## src/rtl/modinv_round_scheduler_pkg.sv

```systemverilog
`default_nettype none
// ============================================================================
// Module   : modinv_round_scheduler_pkg
// Purpose  : Shared constants for the modular-inversion round scheduler and
//            its precalc/update helpers. It holds the FSM state codes, the
//            update_sel case codes and the clog2 helper used to size the
//            round counter.
// Revision : 1.0 - initial release
// ============================================================================
package modinv_round_scheduler_pkg;

  typedef logic [2:0] state_t;
  typedef logic [1:0] upd_sel_t;

  // Scheduler FSM state encodings
  localparam state_t c_ST_IDLE      = 3'd0;
  localparam state_t c_ST_PRE_START = 3'd1;
  localparam state_t c_ST_PRE_WAIT  = 3'd2;
  localparam state_t c_ST_DECIDE    = 3'd3;
  localparam state_t c_ST_UPD_START = 3'd4;
  localparam state_t c_ST_UPD_WAIT  = 3'd5;

  // Update helper case select; the helper decodes these same codes
  localparam upd_sel_t c_SEL_U_HALF = 2'd0;  // u=u/2,     s=2s
  localparam upd_sel_t c_SEL_V_HALF = 2'd1;  // v=v/2,     r=2r
  localparam upd_sel_t c_SEL_U_SUB  = 2'd2;  // u=(u-v)/2, r=r+s, s=2s
  localparam upd_sel_t c_SEL_V_SUB  = 2'd3;  // v=(v-u)/2, s=r+s, r=2r

  // Ceiling log2; mi_clog2(n) bits can represent the values 0..n-1
  function automatic int mi_clog2(input int value);
    int r;
    int v;
    r = 0;
    v = value - 1;
    while (v > 0) begin
      r = r + 1;
      v = v >> 1;
    end
    return r;
  endfunction

  // The round limit for an operand of the given number of 32-bit words
  function automatic int mi_max_rounds(input int num_words);
    return 64 * num_words;
  endfunction

endpackage
`default_nettype wire

```

## src/rtl/modinv_round_scheduler_if.sv

```systemverilog
`default_nettype none
// ============================================================================
// Module   : modinv_round_scheduler_if
// Purpose  : Bundle of the scheduler's control and status signals.
//   ena/rdy/k/err              : start request, idle flag, round count, error
//   precalc_ena/precalc_rdy    : precalc helper start pulse / idle flag
//   update_ena/update_rdy      : update helper start pulse / idle flag
//   update_sel                 : update helper case select
//   u_lsb/v_lsb/u_lt_v/v_is_zero : operand status flags
//   modport master : the scheduler side; modport slave : the environment side
// Revision : 1.0 - initial release
// ============================================================================
interface modinv_round_scheduler_if
  import modinv_round_scheduler_pkg::*;
#(
  parameter int K_BITS = mi_clog2(mi_max_rounds(9) + 1)
);
  logic              ena;
  logic              rdy;
  logic [K_BITS-1:0] k;
  logic              err;
  logic              precalc_ena;
  logic              precalc_rdy;
  logic              update_ena;
  logic              update_rdy;
  logic [1:0]        update_sel;
  logic              u_lsb;
  logic              v_lsb;
  logic              u_lt_v;
  logic              v_is_zero;

  modport master (
    input  ena, precalc_rdy, update_rdy, u_lsb, v_lsb, u_lt_v, v_is_zero,
    output rdy, k, err, precalc_ena, update_ena, update_sel
  );

  modport slave (
    output ena, precalc_rdy, update_rdy, u_lsb, v_lsb, u_lt_v, v_is_zero,
    input  rdy, k, err, precalc_ena, update_ena, update_sel
  );
endinterface
`default_nettype wire

```

## src/rtl/modinv_round_scheduler.sv

```systemverilog
`default_nettype none
// ============================================================================
// Module   : modinv_round_scheduler
// Purpose  : Sequences the rounds of an almost-Montgomery-inverse (Kaliski)
//            computation. Each round starts the precalc helper, waits for it,
//            picks one of four update cases from the operand flags, starts
//            the update helper, waits for it and counts the round in k.
//            The run ends when v reaches zero (err=0) or when k reaches
//            MAX_ROUNDS (err=1).
// Ports    : clk   - single clock, rising edge
//            rst_n - asynchronous active-low reset
//            bus   - control/status bundle (master modport)
// Revision : 1.0 - initial release
// ============================================================================
module modinv_round_scheduler
  import modinv_round_scheduler_pkg::*;
#(
  parameter int BUFFER_NUM_WORDS = 9,
  parameter int K_BITS           = mi_clog2(mi_max_rounds(BUFFER_NUM_WORDS) + 1)
) (
  input  wire logic               clk,
  input  wire logic               rst_n,
  modinv_round_scheduler_if.master bus
);

  localparam int                MAX_ROUNDS = mi_max_rounds(BUFFER_NUM_WORDS);
  localparam logic [K_BITS-1:0] c_MAX_K    = K_BITS'(MAX_ROUNDS);

  state_t            r_state;
  state_t            w_state_nxt;
  logic [K_BITS-1:0] r_k;
  logic              r_err;
  upd_sel_t          r_update_sel;
  upd_sel_t          w_dec_sel;
  logic              w_at_limit;
  logic              w_rdy;
  logic              w_precalc_ena;
  logic              w_update_ena;

  assign w_at_limit = (r_k == c_MAX_K);

  // Update case from the operand flags; only registered while in DECIDE
  always_comb begin
    w_dec_sel = c_SEL_V_SUB;
    if (!bus.u_lsb)       w_dec_sel = c_SEL_U_HALF;
    else if (!bus.v_lsb)  w_dec_sel = c_SEL_V_HALF;
    else if (!bus.u_lt_v) w_dec_sel = c_SEL_U_SUB;
  end

  // State register
  always_ff @(posedge clk or negedge rst_n) begin
    if (!rst_n) r_state <= c_ST_IDLE;
    else        r_state <= w_state_nxt;
  end

  // Next-state logic
  always_comb begin
    w_state_nxt = r_state;
    case (r_state)
      c_ST_IDLE:      if (bus.ena) w_state_nxt = c_ST_PRE_START;
      c_ST_PRE_START: w_state_nxt = c_ST_PRE_WAIT;
      c_ST_PRE_WAIT:  if (bus.precalc_rdy) w_state_nxt = c_ST_DECIDE;
      c_ST_DECIDE: begin
        if (bus.v_is_zero || w_at_limit) w_state_nxt = c_ST_IDLE;
        else                             w_state_nxt = c_ST_UPD_START;
      end
      c_ST_UPD_START: w_state_nxt = c_ST_UPD_WAIT;
      c_ST_UPD_WAIT:  if (bus.update_rdy) w_state_nxt = c_ST_PRE_START;
      default:        w_state_nxt = c_ST_IDLE;
    endcase
  end

  // Outputs decoded from the state alone, so the reset value of the state
  // register forces rdy=1 and both enables low immediately
  always_comb begin
    w_rdy         = (r_state == c_ST_IDLE);
    w_precalc_ena = (r_state == c_ST_PRE_START);
    w_update_ena  = (r_state == c_ST_UPD_START);
  end

  // Round counter, error flag and held update select
  always_ff @(posedge clk or negedge rst_n) begin
    if (!rst_n) begin
      r_k          <= '0;
      r_err        <= 1'b0;
      r_update_sel <= c_SEL_U_HALF;
    end else begin
      case (r_state)
        c_ST_IDLE: begin
          if (bus.ena) begin
            r_k   <= '0;
            r_err <= 1'b0;
          end
        end
        c_ST_DECIDE: begin
          if (bus.v_is_zero)  r_err        <= 1'b0;
          else if (w_at_limit) r_err       <= 1'b1;
          else                r_update_sel <= w_dec_sel;
        end
        // DECIDE stops the run at the limit, so this never wraps
        c_ST_UPD_WAIT: if (bus.update_rdy) r_k <= r_k + 1'b1;
        default: ;
      endcase
    end
  end

  assign bus.rdy         = w_rdy;
  assign bus.k           = r_k;
  assign bus.err         = r_err;
  assign bus.precalc_ena = w_precalc_ena;
  assign bus.update_ena  = w_update_ena;
  assign bus.update_sel  = r_update_sel;

endmodule
`default_nettype wire
```

## src/flat_wrapper.sv

```systemverilog
// flat-port wrapper written by rule: the top's interface ports become plain ports
module modinv_round_scheduler_flat import modinv_round_scheduler_pkg::*;
#(
  parameter int BUFFER_NUM_WORDS = 9,
  parameter int K_BITS           = mi_clog2(mi_max_rounds(BUFFER_NUM_WORDS) + 1)
)
  (clk, rst_n, bus_ena, bus_precalc_rdy, bus_update_rdy, bus_u_lsb, bus_v_lsb, bus_u_lt_v, bus_v_is_zero, bus_rdy, bus_k, bus_err, bus_precalc_ena, bus_update_ena, bus_update_sel);
  modinv_round_scheduler_if #(.K_BITS(K_BITS)) bus_i ();
  input  wire logic clk;
  input  wire logic rst_n;
  input wire logic [$bits(bus_i.ena)-1:0] bus_ena;
  input wire logic [$bits(bus_i.precalc_rdy)-1:0] bus_precalc_rdy;
  input wire logic [$bits(bus_i.update_rdy)-1:0] bus_update_rdy;
  input wire logic [$bits(bus_i.u_lsb)-1:0] bus_u_lsb;
  input wire logic [$bits(bus_i.v_lsb)-1:0] bus_v_lsb;
  input wire logic [$bits(bus_i.u_lt_v)-1:0] bus_u_lt_v;
  input wire logic [$bits(bus_i.v_is_zero)-1:0] bus_v_is_zero;
  output wire logic [$bits(bus_i.rdy)-1:0] bus_rdy;
  output wire logic [$bits(bus_i.k)-1:0] bus_k;
  output wire logic [$bits(bus_i.err)-1:0] bus_err;
  output wire logic [$bits(bus_i.precalc_ena)-1:0] bus_precalc_ena;
  output wire logic [$bits(bus_i.update_ena)-1:0] bus_update_ena;
  output wire logic [$bits(bus_i.update_sel)-1:0] bus_update_sel;
  assign bus_i.ena = bus_ena;
  assign bus_i.precalc_rdy = bus_precalc_rdy;
  assign bus_i.update_rdy = bus_update_rdy;
  assign bus_i.u_lsb = bus_u_lsb;
  assign bus_i.v_lsb = bus_v_lsb;
  assign bus_i.u_lt_v = bus_u_lt_v;
  assign bus_i.v_is_zero = bus_v_is_zero;
  assign bus_rdy = bus_i.rdy;
  assign bus_k = bus_i.k;
  assign bus_err = bus_i.err;
  assign bus_precalc_ena = bus_i.precalc_ena;
  assign bus_update_ena = bus_i.update_ena;
  assign bus_update_sel = bus_i.update_sel;
  modinv_round_scheduler #(.BUFFER_NUM_WORDS(BUFFER_NUM_WORDS), .K_BITS(K_BITS)) u_core (.clk(clk), .rst_n(rst_n), .bus(bus_i));
endmodule
```

## config.mk

```make
export PLATFORM = sky130hd
export DESIGN_NAME = modinv_round_scheduler_flat
export DESIGN_NICKNAME = d
export VERILOG_FILES = /design/src/rtl/modinv_round_scheduler_pkg.sv /design/src/rtl/modinv_round_scheduler_if.sv /design/src/rtl/modinv_round_scheduler.sv /design/src/flat_wrapper.sv
export SDC_FILE = /design/constraint.sdc
export NUM_CORES = 1
export LEC_CHECK = 0
export ABC_CLOCK_PERIOD_IN_PS = 2029
export CORE_MARGIN = 4
export CORE_UTILIZATION = 47
export DETAILED_ROUTE_END_ITERATION = 8
export GPL_TIMING_DRIVEN = 0
export PLACE_DENSITY = 0.77
export SLEW_MARGIN = 20
export SYNTH_ARGS = -nofsm -noshare
export SYNTH_HDL_FRONTEND = slang
export SYNTH_SLANG_ARGS = --single-unit
```

## constraint.sdc

```tcl
create_clock -name clk -period 2.03 [get_ports clk]
set_input_delay 0.203 -clock clk [delete_from_list [all_inputs] [get_ports clk]]
set_output_delay 0.203 -clock clk [all_outputs]
set_load 0.01 [all_outputs]
```

==> PnR_summary.wiki, run 1 <==
{| class="wikitable"
! Metric !! Value
|-
| Drc violations || 0
|-
| Maximum resistive drop on vdd || 686.7 µV
|-
| Area of the die || 2845 µm²
|-
| Layout net count || between 100 and 150
|-
| Wire length after detailed routing || 2.121 mm
|-
| Routed length per instance || 13.86 µm
|-
| Antenna-violating nets left || 0
|-
| Floorplan row count || 16
|-
| Unrepaired setup endpoints after global routing || no
|-
| Number of antenna violations at the first check in global routing || 0
|-
| Most numerous cell types in the synthesized netlist || sky130_fd_sc_hd__dfrtp_1 (16), sky130_fd_sc_hd__inv_1 (11), sky130_fd_sc_hd__nand2_1 (9), sky130_fd_sc_hd__a21oi_1 (7), sky130_fd_sc_hd__mux2i_1 (5)
|-
| Flop-to-flop setup slack || 0.21 ns
|-
| Synth area leader || sky130_fd_sc_hd__dfrtp_1
|-
| Path depth of the worst reg2reg path || 5
|-
| Number of flops mapped to enable cells by yosys || 0
|-
| Async set-reset flop share out of synthesis || 100.0%
|-
| PortBufs || 24
|-
| Total congestion overflow || 0
|-
| Diodes inserted || 0
|-
| Part of the Yosys area used for sequential elements || roughly two fifths
|-
| Die Y-Extent || 53.34 µm
|-
| Syn_nets || 109
|-
| Clk Latency, worst-skew pair || around 0.29 ns
|-
| Wire length of the first global-routing pass || ~3.6 mm
|-
| Nature of the critical path endpoint || output pin
|-
| Net switching fraction of the power || 36.52%
|-
| Sequential power share || between 30% and 40%
|-
| Max-slew violation count || 0
|-
| Maximum count of clock buffers along a single path || 2
|-
| Fraction of layout cells with a size suffix above 1 || 11.11%
|-
| Vias per std cell || between 5 and 6
|-
| # Post-CTS Setup Buffers || 0
|-
| Count of distinct cell types in the synthesized netlist || 32
|-
| # setup viols final || 0
|-
| Die W || 53.34 µm
|-
| Post-detailed-placement half-perimeter wirelength || 1.610 mm
|-
| Result of the run || complete, no violations
|-
| Worst Skew || about 0.0056 ns
|-
| Number of buffers inserted during clock tree synthesis || 3
|-
| Count of yosys warnings during synthesis || 0
|-
| Number of global-route vias before repair || 852
|-
| Worst Slack Setup Final || 0.1388 ns
|-
| Signal arrival time at the worst endpoint || around 1.7 ns
|-
| Average instance area after synthesis || 9.856 µm²
|-
| PnR Total Power || 1.239 mW
|-
| GR Util All Layers || 17.45%
|-
| Final estimated routing congestion in global placement || 0.8307
|-
| Portion of total power attributed to combinational logic || 47.3%
|-
| Type of the setup path with the least slack || flop to output pin
|-
| Cell types occupying the most area after synthesis || sky130_fd_sc_hd__dfrtp_1 (41%), sky130_fd_sc_hd__a2111oi_4 (5.7%), sky130_fd_sc_hd__mux2i_1 (5.2%)
|-
| TritonCTS clock tree || yes
|-
| Clock transition at the register clock pins on the worst setup and hold paths after CTS || 0.10 ns
|-
| Final setup TNS || 0 ns
|-
| Internal || 0.7862 mW
|-
| Endpoint of the worst-slack reg-to-reg timing path || u_core.bus.k[9]$_DFFE_PN0P_
|-
| Min cycle time layout || between 1.5 and 2 ns
|-
| Cell area after synthesis || 965.9 µm²
|-
| Worst setup slack after placement || 0.05121 ns
|-
| Net switching power || 0.4524 mW
|-
| Type of element launching the critical path || flop
|-
| Relative contribution of the clock network to total power || 17.1%
|-
| Top FF cell, synth || sky130_fd_sc_hd__dfrtp_1
|-
| Period utilization || 93.16%
|-
| Largest net degree at the start of global routing || 17
|-
| Core region area || 1962 µm²
|-
| Data required, critical path || ~1.8 ns
|-
| I/O pin count || 25
|-
| Achievable clock frequency || 0.5288 GHz
|-
| Number of levels in the clock H-tree || 1
|-
| Startpoint of the worst register-to-register path || u_core.r_state[0]$_DFFE_PN0P_
|-
| Proportion of netlist area held by the largest area contributor || between 40% and 50%
|-
| Most frequent cell after synthesis || sky130_fd_sc_hd__dfrtp_1
|-
| # clock sinks || 16
|-
| Synthesized netlist cell count || 98
|-
| Leakage power || 0.4932 nW
|-
| Post-synthesis to final-layout area growth || 32.38%
|-
| Buffer type at the clock tree root || sky130_fd_sc_hd__clkbuf_4
|-
| Worst-path fanout max || 10
|-
| Number of register bits inferred by synthesis || 16
|-
| Routed vias || 846
|-
| Hold WC Path Type || primary input to async pin
|-
| Starting DRT DRC Count || 11
|-
| Transition time of the tightest slew-check pin || 0.7250 ns
|-
| Number of detailed-routing iterations run before antenna repair || 4
|-
| Final Hold Viols || 0
|-
| Power per standard cell area || 968.6 nW/µm²
|-
| Initial core utilization || 49.23%
|-
| Max-cap violations || 0
|-
| Worst slew slack as a fraction of its limit || 51.51%
|}
[cell type report]
type | instances | area, µm²
multi-input combinational | 66 | 490.5
tap | 27 | 33.78
fill | 187 | 683.2
buffer | 5 | 36.28
timing repair buffer | 24 | 240.2
inverter | 11 | 41.29
clock buffer | 4 | 36.28
sequential | 16 | 400.4
[cell families (layout without fill, tap and decap cells)]
logic type / count (synthesis) / after routing / share of synthesized area, %
buffers and inverters: 16 / 44 / 7.772
flip-flops: 16 / 16 / 41.45
XOR/XNOR: 1 / 1 / 0.9069
AO/OA/AOI/OAI: 23 / 23 / 20.08
multiplexers: 5 / 5 / 5.182
AND/OR/NAND/NOR: 35 / 35 / 22.02
adder cells (fa/ha/maj): 2 / 2 / 2.590
[flip-flops by register name, summed over array words and instances (netlist names)]
register and flops:
u_core.bus.k 10, u_core.bus.update_sel 2, u_core.bus.err 1, u_core.r_state 3
[power groups by stage]
| stage | Clock (mW) | Combinational (mW) | Sequential, mW |
|---|---|---|---|
| global placement | 0 | 0.564 | 0.442 |
| detailed placement | 0 | 0.580 | 0.446 |
| floorplan | 0 | 0.346 | 0.454 |
| CTS | 0.225 | 0.582 | 0.440 |
| finish | 0.212 | 0.586 | 0.440 |
| global route | 0.244 | 0.648 | 0.453 |
[critical path, cell delays in order (launching register included)]
cell,delay [ns]
sky130_fd_sc_hd__dfrtp_1,0.41
sky130_fd_sc_hd__clkbuf_2,0.20
sky130_fd_sc_hd__nor3_1,0.22
sky130_fd_sc_hd__clkdlybuf4s50_1,0.58
[how the worst max path moves through the flow]
stage	from	to	slack (ns)	depth (start not counted)
detailed placement	bus_ena	u_core.bus.k[9]$_DFFE_PN0P_	0.05	5
global placement	bus_ena	u_core.bus.k[9]$_DFFE_PN0P_	0.08	5
CTS	u_core.r_state[1]$_DFFE_PN0P_	bus_update_ena	0.08	4
finish	u_core.r_state[1]$_DFFE_PN0P_	bus_rdy	0.14	3
global route	u_core.r_state[1]$_DFFE_PN0P_	bus_rdy	0.05	3
floorplan	u_core.r_state[0]$_DFFE_PN0P_	u_core.bus.k[8]$_DFFE_PN0P_	0.32	5
[layout by cell type, fill, tap and decap left out, types with 3 or more instances in the layout]
cell type and instances:
sky130_fd_sc_hd__dfrtp_1 16, sky130_fd_sc_hd__mux2i_1 5, sky130_fd_sc_hd__clkbuf_4 3, sky130_fd_sc_hd__o31ai_1 4
sky130_fd_sc_hd__inv_1 11, sky130_fd_sc_hd__nand2b_1 3, sky130_fd_sc_hd__nand2_1 9, sky130_fd_sc_hd__a21oi_1 7
sky130_fd_sc_hd__clkdlybuf4s50_1 24, sky130_fd_sc_hd__o21ai_0 4, sky130_fd_sc_hd__or4_1 4, sky130_fd_sc_hd__nor2_1 3
sky130_fd_sc_hd__nand3_1 3
[what timing repair did]
item / in CTS / in global routing
endpoints found under the setup margin: 0 / 2
hold buffers: 0 / 0
resized for setup: 0 / 4
[per-stage QoR]
| stage | cells | hold slack, ns | util, % | area, µm² |
|---|---|---|---|---|
| after detailed placement | 149 | 0.5291 | 63.20 | 1240 |
| after global routing | 153 | 0.3849 | 65.18 | 1279 |
| final | 153 | 0.3331 | 65.18 | 1279 |
| after floorplan | 98 | -0.09259 | - | 965.9 |
| after global placement | 149 | 0.5061 | 63.20 | 1240 |
| after CTS | 153 | 0.3542 | 65.05 | 1276 |
[per-layer routing]
metal	global-route usage, %	routed length [µm]	vias to the layer above
li1	-	-	417
met1	21.03	998	405
met2	30.00	1013	19
met3	2.535	62	5
met4	8.085	47	0
met5	0	0	-
(Power assumes the default switching activity.)
==> inputs of run 2 (changes only) <==
- CTS_CLUSTER_DIAMETER: unset -> 100
==> results of run 2 <==
No change in the layout: final DEF, timing and power equal those of run 1.
==> inputs of run 3 (changes only) <==
- CTS_CLUSTER_DIAMETER: 100 -> unset
- HOLD_SLACK_MARGIN: unset -> 0.1
==> results of run 3 <==
No change in the layout: final DEF, timing and power equal those of run 1.
